[src/rtl/division_sub.sv]
// ----------------------------------------------------------------------------
// division_sub
//   Repeated-subtraction unsigned divider. The dividend and then the divisor
//   arrive on a shared input bus on consecutive cycles. The control FSM
//   subtracts the divisor from the remainder register once per cycle, counting
//   the subtractions in the quotient register, until the remainder drops below
//   the divisor. The result is reported through a start/done handshake.
//
// Ports
//   clk          system clock, all state updates on the rising edge
//   rst          synchronous active-high reset, aborts any operation
//   start        division request, only honoured in IDLE
//   data_in      dividend in the start cycle, divisor in the following cycle
//   busy         high from LOAD_B through DONE
//   done         one-cycle pulse, results valid
//   quotient     unsigned quotient (all-ones on divide by zero)
//   remainder    unsigned remainder (dividend on divide by zero)
//   div_by_zero  set with done when the divisor was zero, held until next start
// ----------------------------------------------------------------------------
module division_sub #(
    parameter int WIDTH = 15
) (
    input  logic             clk,
    input  logic             rst,
    input  logic             start,
    input  logic [WIDTH-1:0] data_in,
    output logic             busy,
    output logic             done,
    output logic [WIDTH-1:0] quotient,
    output logic [WIDTH-1:0] remainder,
    output logic             div_by_zero
);

    typedef enum logic [1:0] {
        IDLE   = 2'd0,
        LOAD_B = 2'd1,
        RUN    = 2'd2,
        DONE   = 2'd3
    } state_t;

    localparam logic [WIDTH-1:0] ONE      = {{(WIDTH-1){1'b0}}, 1'b1};
    localparam logic [WIDTH-1:0] ALL_ONES = {WIDTH{1'b1}};

    state_t           state_q, state_d;
    logic [WIDTH-1:0] remainder_q, remainder_d;
    logic [WIDTH-1:0] quotient_q, quotient_d;
    logic [WIDTH-1:0] divisor_q, divisor_d;
    logic             div_by_zero_q, div_by_zero_d;

    logic divisor_is_zero;
    logic can_subtract;

    assign divisor_is_zero = (divisor_q == '0);
    assign can_subtract    = (remainder_q >= divisor_q);

    // State and datapath registers; reset clears everything so all outputs
    // read zero and an in-flight operation is dropped without a done pulse.
    always_ff @(posedge clk) begin
        if (rst) begin
            state_q       <= IDLE;
            remainder_q   <= '0;
            quotient_q    <= '0;
            divisor_q     <= '0;
            div_by_zero_q <= 1'b0;
        end else begin
            state_q       <= state_d;
            remainder_q   <= remainder_d;
            quotient_q    <= quotient_d;
            divisor_q     <= divisor_d;
            div_by_zero_q <= div_by_zero_d;
        end
    end

    // Next-state logic. RUN makes one keep-going/stop decision per cycle.
    always_comb begin
        state_d = state_q;
        case (state_q)
            IDLE:    if (start) state_d = LOAD_B;
            LOAD_B:  state_d = RUN;
            RUN: begin
                if (divisor_is_zero || !can_subtract) begin
                    state_d = DONE;
                end
            end
            DONE:    state_d = IDLE;
            default: state_d = IDLE;
        endcase
    end

    // Datapath updates. Registers hold by default so results stay visible
    // in IDLE until the next accepted start.
    always_comb begin
        remainder_d   = remainder_q;
        quotient_d    = quotient_q;
        divisor_d     = divisor_q;
        div_by_zero_d = div_by_zero_q;
        case (state_q)
            IDLE: begin
                if (start) begin
                    remainder_d   = data_in;
                    quotient_d    = '0;
                    div_by_zero_d = 1'b0;
                end
            end
            LOAD_B: begin
                divisor_d = data_in;
            end
            RUN: begin
                // The zero check must come first: with a zero divisor the
                // >= guard is always true and the loop would never end.
                if (divisor_is_zero) begin
                    div_by_zero_d = 1'b1;
                    quotient_d    = ALL_ONES;
                end else if (can_subtract) begin
                    remainder_d = remainder_q - divisor_q;
                    quotient_d  = quotient_q + ONE;
                end
            end
            default: begin
            end
        endcase
    end

    // Outputs are decoded from state or taken straight from registers, so
    // nothing on the input side reaches an output combinationally.
    always_comb begin
        busy        = (state_q != IDLE);
        done        = (state_q == DONE);
        quotient    = quotient_q;
        remainder   = remainder_q;
        div_by_zero = div_by_zero_q;
    end

endmodule

[config.mk]
export PLATFORM = sky130hd
export DESIGN_NAME = division_sub
export DESIGN_NICKNAME = d
export VERILOG_FILES = /design/src/rtl/division_sub.sv
export SDC_FILE = /design/constraint.sdc
export NUM_CORES = 1
export LEC_CHECK = 0
export CORE_ASPECT_RATIO = 1.2
export CORE_MARGIN = 2
export CORE_UTILIZATION = 52
export DETAILED_ROUTE_END_ITERATION = 16
export GPL_TIMING_DRIVEN = 0
export PLACE_DENSITY_LB_ADDON = 0.08
export SLEW_MARGIN = 30
export SYNTH_ARGS = -nofsm -noshare
export SYNTH_HDL_FRONTEND = slang
export SYNTH_SLANG_ARGS = --single-unit
[constraint.sdc]
create_clock -name clk -period 3.6 [get_ports clk]
set_input_delay 0.72 -clock clk [delete_from_list [all_inputs] [get_ports clk]]
set_output_delay 0.72 -clock clk [all_outputs]
set_load 0.1 [all_outputs]
**Word-level counts from Yosys, hierarchy flattened**

Index checks and enable logic that the tools add are counted.

- Register bits: 48
- Bits of input ports: 18
- Output and inout port bits: 33

- Add/sub/neg operators: 2
- Magnitude comparators: 1
- Equality and inequality tests: 9
- Multiplexer cells: 14
- Reductions and logical operators: 10

Operator list:

| kind | count |
|---|---|
| 2-to-1 mux 15 bit | 6 |
| case mux 15 bit (2 select lines) | 2 |
| adder 15 x 1 -> 15 bit, second input constant | 1 |
| greater-or-equal comparator 15 bit | 1 |
| zero test 15 bit | 1 |
| subtractor 15 bit | 1 |
| inequality test 2 bit, second input constant | 5 |
| case mux 2 bit (4 select lines) | 1 |
| AND reduction 3 bit | 2 |
| == test 2 bit, second input constant | 2 |
| 2-to-1 mux 2 bit | 2 |
| AND reduction 4 bit | 1 |
| nonzero test 2 bit | 2 |
| inequality test 3 bit, second input constant | 1 |
| == test 2 x 1 -> 1 bit, second input constant | 1 |
| zero test 2 bit | 1 |
| 2-to-1 mux 1 bit | 2 |
| case mux 1 bit (2 select lines) | 1 |
| AND reduction 2 bit | 1 |
| zero test 1 bit | 1 |
| logical OR 1 bit | 1 |

**Depth between registers and ports, before layout**

Gate-level depths: netlist of run 1.

- Depth after elaboration: 5
- Gate-level depth with buffers: 12
- Mapped depth without buffers: 11

**Worst setup path before layout of run 1**

No wires, ideal clock.

- Kind: register to register
- Start: register remainder_q[12] (netlist: remainder[12])
- End: register quotient_q[7] (netlist: quotient[7])
- Library setup time: 0.137 ns
- Arrival time: 2.938 ns
- Required time: 3.463 ns
- Setup slack: 0.526 ns
- Stages on the path, launching flop included: 11
- Path buffers: 2
- Cells stage by stage: dfxtp_1 > ha_1 > buf_6 > and2_4 > and3_4 > a211o_1 > a31o_4 > o31a_1 > buf_6 > a21oi_1 > a211oi_2

- Longest elaborated chain between the ends: 3

RTL lines:

| what | line | source |
|---|---|---|
| from (decl) | 45 | `logic [WIDTH-1:0] remainder_q, remainder_d;` |
| from (signal assigned) | 67 | `remainder_q <= remainder_d;` |
| greater-or-equal comparator 15 bit | 54 | `assign can_subtract = (remainder_q >= divisor_q);` |
| inequality test 3 bit (no source line) | n/a |  |
| AND reduction 3 bit (no source line) | n/a |  |
| to (signal assigned) | 68 | `quotient_q <= quotient_d;` |
| to (decl) | 46 | `logic [WIDTH-1:0] quotient_q, quotient_d;` |

Every way passes these cells.
A chain may end at the register's enable or synchronous reset.

**Worst setup path after layout of run 1**

- Start: register state_q[0]
- End: output busy

- Longest elaborated chain between the ends: 1

RTL lines:

| what | line | source |
|---|---|---|
| from (decl) | 44 | `state_t state_q, state_d;` |
| from (signal assigned) | 66 | `state_q <= state_d;` |
| nonzero test 2 bit | 127 | `busy = (state_q != IDLE);` |
| to (decl) | 27 | `output logic busy,` |

Every way passes these cells.

==> metrics.txt, run 1 <==
# TYPE chip_impl_metric gauge
chip_impl_info{name="run_status",value="completed"} 1
chip_impl_info{name="critPathKind",value="reg2out"} 1
chip_impl_metric{name="num_rows",unit=""} 31
chip_impl_metric{name="grt_pass1_wl",unit="um"} 14100
chip_impl_metric{name="placement.io_buffers",unit=""} 49
chip_impl_metric{name="required",unit="ps"} 2880
chip_impl_metric{name="finalWirelength",unit="um"} 8780
chip_impl_metric{name="avgViaCountPerCell",unit=""} 5.88
chip_impl_info{name="post-synth-top-area-cell",value="dfxtp_1"} 1
chip_impl_metric{name="yosysSeqAreaShare",unit="%"} 29.7
chip_impl_metric{name="maxCapViolations",unit=""} 0
chip_impl_metric{name="grt_pass1_vias",unit=""} 2871
chip_impl_metric{name="final_max_slew_viol_count",unit=""} 0
chip_impl_metric{name="setup.reg_to_reg.worst_slack",unit="ps"} 940
chip_impl_metric{name="postRouteAntennaNets",unit=""} 0
chip_impl_info{name="tritoncts_clock_tree",value="built"} 1
chip_impl_metric{name="clock_path_buffers",unit=""} 2
chip_impl_info{name="setup.worst_path.end_class",value="output pin"} 1
chip_impl_metric{name="fin_setup_tns",unit="ps"} 0
chip_impl_metric{name="drtIter0Drc",unit=""} 162
chip_impl_metric{name="cts.sinks",unit=""} 48
chip_impl_metric{name="syn_area",unit="um2"} 3230
chip_impl_metric{name="grt_start_max_net_pins",unit=""} 16
chip_impl_metric{name="h-tree-depth",unit=""} 2
chip_impl_metric{name="clock_skew",unit="ps"} 9.60
chip_impl_info{name="critPathLaunchType",value="register"} 1
chip_impl_metric{name="place.detailed.hpwl",unit="um"} 6490
chip_impl_metric{name="synthCells",unit=""} 400
chip_impl_metric{name="yosysUniqueCellTypes",unit=""} 46
chip_impl_metric{name="cts_inserted_buffers",unit=""} 5
chip_impl_metric{name="post-route-min-period",unit="ps"} 2990
chip_impl_metric{name="core-area",unit="um2"} 6010
chip_impl_metric{name="postSynthNetCount",unit=""} 439
chip_impl_metric{name="cts_repair_resize_count",unit=""} 0
chip_impl_metric{name="starting_density",unit="%"} 53.8
chip_impl_metric{name="synth-edff-count",unit=""} 0
chip_impl_metric{name="final-setup-viol-count",unit=""} 0
chip_impl_metric{name="worstPathMaxFanout",unit=""} 4
chip_impl_metric{name="chipWidth",unit="um"} 76.0
chip_impl_metric{name="drt_drc_violations_left",unit=""} 0
chip_impl_metric{name="detailroute.via_count",unit=""} 3171
chip_impl_metric{name="worstMarginPinSlew",unit="ps"} 971
chip_impl_metric{name="clk_latency",unit="ps"} 310
chip_impl_info{name="layout_commonest_cell",value="nor2_1"} 1
chip_impl_metric{name="max_slew_margin",unit="%"} 35.0
chip_impl_info{name="layout.cells.most_common_list",value="nor2_1, clkdlybuf4s50_1, dfxtp_1"} 1
chip_impl_metric{name="clkTransAtPathRegs",unit="ps"} 100
chip_impl_metric{name="filler_cell_count",unit=""} 552
chip_impl_metric{name="post-cts-setup-buffers",unit=""} 0
chip_impl_info{name="synth.area.top_cells",value="dfxtp_1, ha_1, mux2i_1"} 1
chip_impl_metric{name="chip_height",unit="um"} 90.4
chip_impl_info{name="most_common_flop_cell_mapped_by_yosys",value="dfxtp_1"} 1
chip_impl_metric{name="fin_crit_sh",unit="%"} 83.1
chip_impl_metric{name="synth_warnings",unit=""} 0
chip_impl_metric{name="maxClockFrequency",unit="MHz"} 334
chip_impl_info{name="unrepaired_setup_endpoints_after_global_routing",value="no"} 1
chip_impl_metric{name="number_of_placed_i_o_pins",unit=""} 51
chip_impl_metric{name="syn-mean-instance-area",unit="um2"} 8.08
chip_impl_metric{name="globalRouteTotalUtil",unit="%"} 25.5
chip_impl_metric{name="drt_pass1_iterations",unit=""} 5
chip_impl_info{name="topRoutingLayerUsed",value="met4"} 1
chip_impl_metric{name="final-hold-violation-count",unit=""} 0
chip_impl_metric{name="wl_met1",unit="um"} 3730
chip_impl_metric{name="antenna_found_initial",unit=""} 0
chip_impl_metric{name="synth_async_sr_flop_share",unit="%"} 0
chip_impl_metric{name="drive_above_1_share",unit="%"} 8.75
chip_impl_metric{name="grt.overflow.total",unit=""} 0
chip_impl_metric{name="ys_seq_elements",unit=""} 48
chip_impl_info{name="clk_root_buffer_cell",value="clkbuf_8"} 1
chip_impl_metric{name="syn2layout_area_growth",unit="%"} 21.8
chip_impl_metric{name="finish.net_count",unit=""} 495
chip_impl_metric{name="die_area",unit="um2"} 6870
chip_impl_metric{name="insertedDiodeCount",unit=""} 0
chip_impl_metric{name="wl_met3",unit="um"} 407
chip_impl_metric{name="globalplace.congestion",unit=""} 0.899
chip_impl_metric{name="crit_path_dat",unit="ps"} 2270
chip_impl_metric{name="cts_hold_repair.buffers",unit=""} 0
chip_impl_metric{name="detail_route.wl_per_cell",unit="um"} 16.3
chip_impl_metric{name="wl_met2",unit="um"} 4530
chip_impl_info{name="class_of_the_most_critical_hold_timing_path",value="reg2reg"} 1
chip_impl_metric{name="yosysTopAreaCellShare",unit="%"} 29.7
-- stage by stage --
stage	hold WS [ps]	worst slack (ps)	util, %	instance area, um2	cells
2_1_floorplan	483	526	-	3230	400
3_3_place_gp	466	971	63.6	3830	531
3_5_place_dp	470	957	63.6	3830	531
4_1_cts	489	593	65.5	3940	539
5_1_grt	511	521	65.5	3940	539
6_report	482	609	65.5	3940	539
-- worst max-delay path: stages (launching register included) --
cell             delay, ps
dfxtp_1                410
inv_1                   80
ha_1                   230
inv_1                  110
clkdlybuf4s50_1       1140
-- registers in the layout (all words and copies together), names as in the netlist --
signal	count
divisor_q	15
remainder	15
div_by_zero	1
state_q	2
quotient	15
-- synthesized netlist by cell type, types with 8 or more instances --
| master | count |
|---|---|
| a211oi_1 | 16 |
| a211oi_2 | 9 |
| a21oi_1 | 38 |
| buf_6 | 8 |
| clkbuf_1 | 14 |
| dfxtp_1 | 48 |
| ha_1 | 20 |
| inv_1 | 32 |
| mux2i_1 | 22 |
| nand2_1 | 28 |
| nand3_1 | 8 |
| nand4_1 | 9 |
| nor2_1 | 52 |
| o21ai_0 | 18 |
-- layer usage --
metal  GRT usage, %  vias to the layer above
met4           8.64                        0
li1               -                     1538
met3           3.60                       12
met1           30.6                     1510
met5              0                        -
met2           46.5                      111
-- worst paths after layout --
check	start	endpoint	cells past startpoint
min reg2reg	quotient[4]	quotient[4]	2
min	quotient[4]	quotient[4]	2
max reg2reg	divisor_q[9]	quotient[0]	11
max	state_q[0]	busy	4
-- kinds of logic (layout without fill, tap and decap cells) --
group	after synthesis	in the layout	synth area share, %
muxes	22	22	6.81
adders and majority gates	21	21	8.36
DFF	48	48	29.7
xor gates and xnor gates	10	10	2.71
AOI/OAI and AO/OA	117	117	25.9
buffers and inverters	56	113	8.44
and+or+nand+nor	126	126	18.0
-- area by class of cell --
cell class / count / area (um2) / area share [%]
Multi-Input combinational cell: 296 / 2000 / 50.8
Tap cell: 82 / 103 / 2.61
Sequential cell: 48 / 961 / 24.4
Clock inverter: 3 / 42.5 / 1.08
Inverter: 32 / 120 / 3.05
Buffer: 24 / 153 / 3.88
Clock buffer: 5 / 68.8 / 1.75
Timing Repair Buffer: 49 / 490 / 12.5
Power of run 1 is left out: the tool's default activity adds up to more than one toggle a clock period on the data nets, which glitch-free logic cannot reach.
==> run 2: changes to the inputs <==
Settings changed: CORE_UTILIZATION 52 to 49.
Clock period 3.6 ns to 2.7 ns, I/O delays scaled along.
==> run 2 against run 1 <==
Against the previous run: count of clock-buffer cells in the layout rose by 1; clock skew barely moved; critical path depth rose by 8; via count fell by 0.35%; global-route usage rose by 0.61 points; worst setup slack got worse by 490 ps; routed wire length rose by 6.4%; sequential share of layout area fell by 0.16 points; sequential cell count did not move; non-clock buffer count rose by 6; cell count rose by 1.7%; critical endpoint is now remainder[11].
==> metrics.txt, run 2 (synthesis results as in run 1) <==
# TYPE chip_impl_metric gauge
chip_impl_info{name="run_status",value="completed"} 1
chip_impl_metric{name="cts.sinks",unit=""} 48
chip_impl_metric{name="setup.reg_to_reg.worst_slack",unit="ps"} 120
chip_impl_metric{name="grt.overflow.total",unit=""} 0
chip_impl_metric{name="grt_pass1_vias",unit=""} 3049
chip_impl_metric{name="r2r_depth",unit=""} 12
chip_impl_metric{name="place.detailed.hpwl",unit="um"} 6920
chip_impl_metric{name="drt_drc_violations_left",unit=""} 0
chip_impl_info{name="layout.cells.most_common_list",value="nor2_1, clkdlybuf4s50_1, a21oi_1"} 1
chip_impl_metric{name="drt_pass1_iterations",unit=""} 4
chip_impl_metric{name="clock_skew",unit="ps"} 9.15
chip_impl_metric{name="drive_above_1_share",unit="%"} 15.8
chip_impl_metric{name="final-hold-violation-count",unit=""} 0
chip_impl_metric{name="avgViaCountPerCell",unit=""} 5.77
chip_impl_metric{name="finish.net_count",unit=""} 501
chip_impl_metric{name="detail_route.wl_per_cell",unit="um"} 17.1
chip_impl_metric{name="syn2layout_area_growth",unit="%"} 26.0
chip_impl_metric{name="num_rows",unit=""} 32
chip_impl_metric{name="chipWidth",unit="um"} 78.2
chip_impl_metric{name="finalWirelength",unit="um"} 9350
chip_impl_metric{name="chip_height",unit="um"} 93.0
chip_impl_metric{name="filler_cell_count",unit=""} 611
chip_impl_metric{name="h-tree-depth",unit=""} 2
chip_impl_info{name="critical_path.endpoint",value="remainder[11]"} 1
chip_impl_metric{name="number_of_placed_i_o_pins",unit=""} 51
chip_impl_metric{name="core-area",unit="um2"} 6410
chip_impl_metric{name="cts_hold_repair.buffers",unit=""} 0
chip_impl_metric{name="starting_density",unit="%"} 50.5
chip_impl_metric{name="clk_latency",unit="ps"} 310
chip_impl_metric{name="worstPathMaxFanout",unit=""} 8
chip_impl_info{name="class_of_the_most_critical_hold_timing_path",value="reg2reg"} 1
chip_impl_info{name="startpoint",value="divisor_q[12]"} 1
chip_impl_metric{name="dp_cells",unit=""} 534
chip_impl_metric{name="grt_pass1_wl",unit="um"} 15000
chip_impl_metric{name="worstMarginPinSlew",unit="ps"} 990
chip_impl_metric{name="clock_path_buffers",unit=""} 2
chip_impl_metric{name="fin_setup_tns",unit="ps"} 0
chip_impl_metric{name="antenna_found_initial",unit=""} 0
chip_impl_metric{name="clkTransAtPathRegs",unit="ps"} 90
chip_impl_metric{name="detailroute.via_count",unit=""} 3160
chip_impl_metric{name="drtIter0Drc",unit=""} 160
chip_impl_info{name="critPathLaunchType",value="register"} 1
chip_impl_info{name="clk_root_buffer_cell",value="clkbuf_8"} 1
chip_impl_metric{name="required",unit="ps"} 2910
chip_impl_metric{name="maxClockFrequency",unit="MHz"} 387
chip_impl_info{name="layout_commonest_cell",value="nor2_1"} 1
chip_impl_metric{name="insertedDiodeCount",unit=""} 0
chip_impl_metric{name="placement.io_buffers",unit=""} 49
chip_impl_metric{name="final-setup-viol-count",unit=""} 0
chip_impl_metric{name="final-instance-count-excl-fill",unit=""} 548
chip_impl_metric{name="globalplace.congestion",unit=""} 0.931
chip_impl_metric{name="maxCapViolations",unit=""} 0
chip_impl_info{name="critPathKind",value="reg2reg"} 1
chip_impl_info{name="reg2reg_to",value="remainder[11]"} 1
chip_impl_metric{name="whs",unit="ps"} 476
chip_impl_metric{name="max_slew_margin",unit="%"} 33.8
chip_impl_info{name="critical_path.reg2reg.startpoint",value="divisor_q[12]"} 1
chip_impl_metric{name="postRouteAntennaNets",unit=""} 0
chip_impl_metric{name="cts_inserted_buffers",unit=""} 5
chip_impl_metric{name="final_max_slew_viol_count",unit=""} 0
chip_impl_metric{name="post-route-min-period",unit="ps"} 2580
chip_impl_metric{name="grt_start_max_net_pins",unit=""} 16
chip_impl_info{name="setup.worst_path.end_class",value="register"} 1
chip_impl_metric{name="crit_path_dat",unit="ps"} 2800
chip_impl_metric{name="die_area",unit="um2"} 7270
chip_impl_metric{name="fin_crit_sh",unit="%"} 95.6
chip_impl_metric{name="globalRouteTotalUtil",unit="%"} 26.1
chip_impl_info{name="tritoncts_clock_tree",value="built"} 1
==> run 2: routing by layer <==
metal  share of wire, %  vias to the layer above  routed length [um]  GRT usage, %
li1                   -                     1557                   -             -
met1                 42                     1514                3880          30.3
met2                 53                       75                4990          49.8
met3                3.3                       14                 306          2.80
met4                1.8                        0                 165          8.19
met5                  0                        -                   0             0
==> run 2: metrics by stage <==
| stage | util [%] | setup slack, ps | cell area [um2] |
|---|---|---|---|
| finish | 63.6 | 118 | 4070 |
| detailed placement | 60.1 | 44.0 | 3850 |
| floorplan | - | 4.01 | 3250 |
| global placement | 60.1 | 68.0 | 3850 |
| CTS | 61.8 | 17.8 | 3960 |
| global route | 63.6 | -9.35 | 4070 |
==> run 2: worst min path at each step <==
stage	start	endpoint	slack [ps]	cells past startpoint
2_1_floorplan	divisor_q[3]	divisor_q[3]	480	2
3_3_place_gp	remainder[13]	remainder[13]	460	2
3_5_place_dp	remainder[13]	remainder[13]	460	2
4_1_cts	remainder[13]	remainder[13]	470	2
5_1_grt	remainder[13]	remainder[13]	480	2
6_report	remainder[13]	remainder[13]	480	2
==> run 2: what timing repair did <==
action | CTS | global route
setup buffers | 0 | 6
cloned | 0 | 2
pin swaps | 1 | 2
endpoints found under the setup margin | 2 | 28
resized for setup | 1 | 13
==> run 2: worst max-delay path, stage by stage (launching register included) <==
cell      delay, ps
dfxtp_2         360
inv_1            40
ha_1            280
buf_6           140
and2_4          170
and3_4          190
a211o_1         260
a31o_4          240
a31oi_4         240
buf_12          150
buf_8           120
a21oi_1          60
a211oi_2        250
==> run 2: layout make-up <==
type / count / area, um2 / area share, %
Multi-Input combinational cell: 296 / 2020 / 49.7
Tap cell: 85 / 106 / 2.61
Clock inverter: 2 / 12.5 / 0.307
Timing Repair Buffer: 57 / 577 / 14.2
Clock buffer: 6 / 93.8 / 2.30
Buffer: 22 / 151 / 3.72
Sequential cell: 48 / 987 / 24.2
Inverter: 32 / 120 / 2.95
Power of run 2 is left out for the same reason.
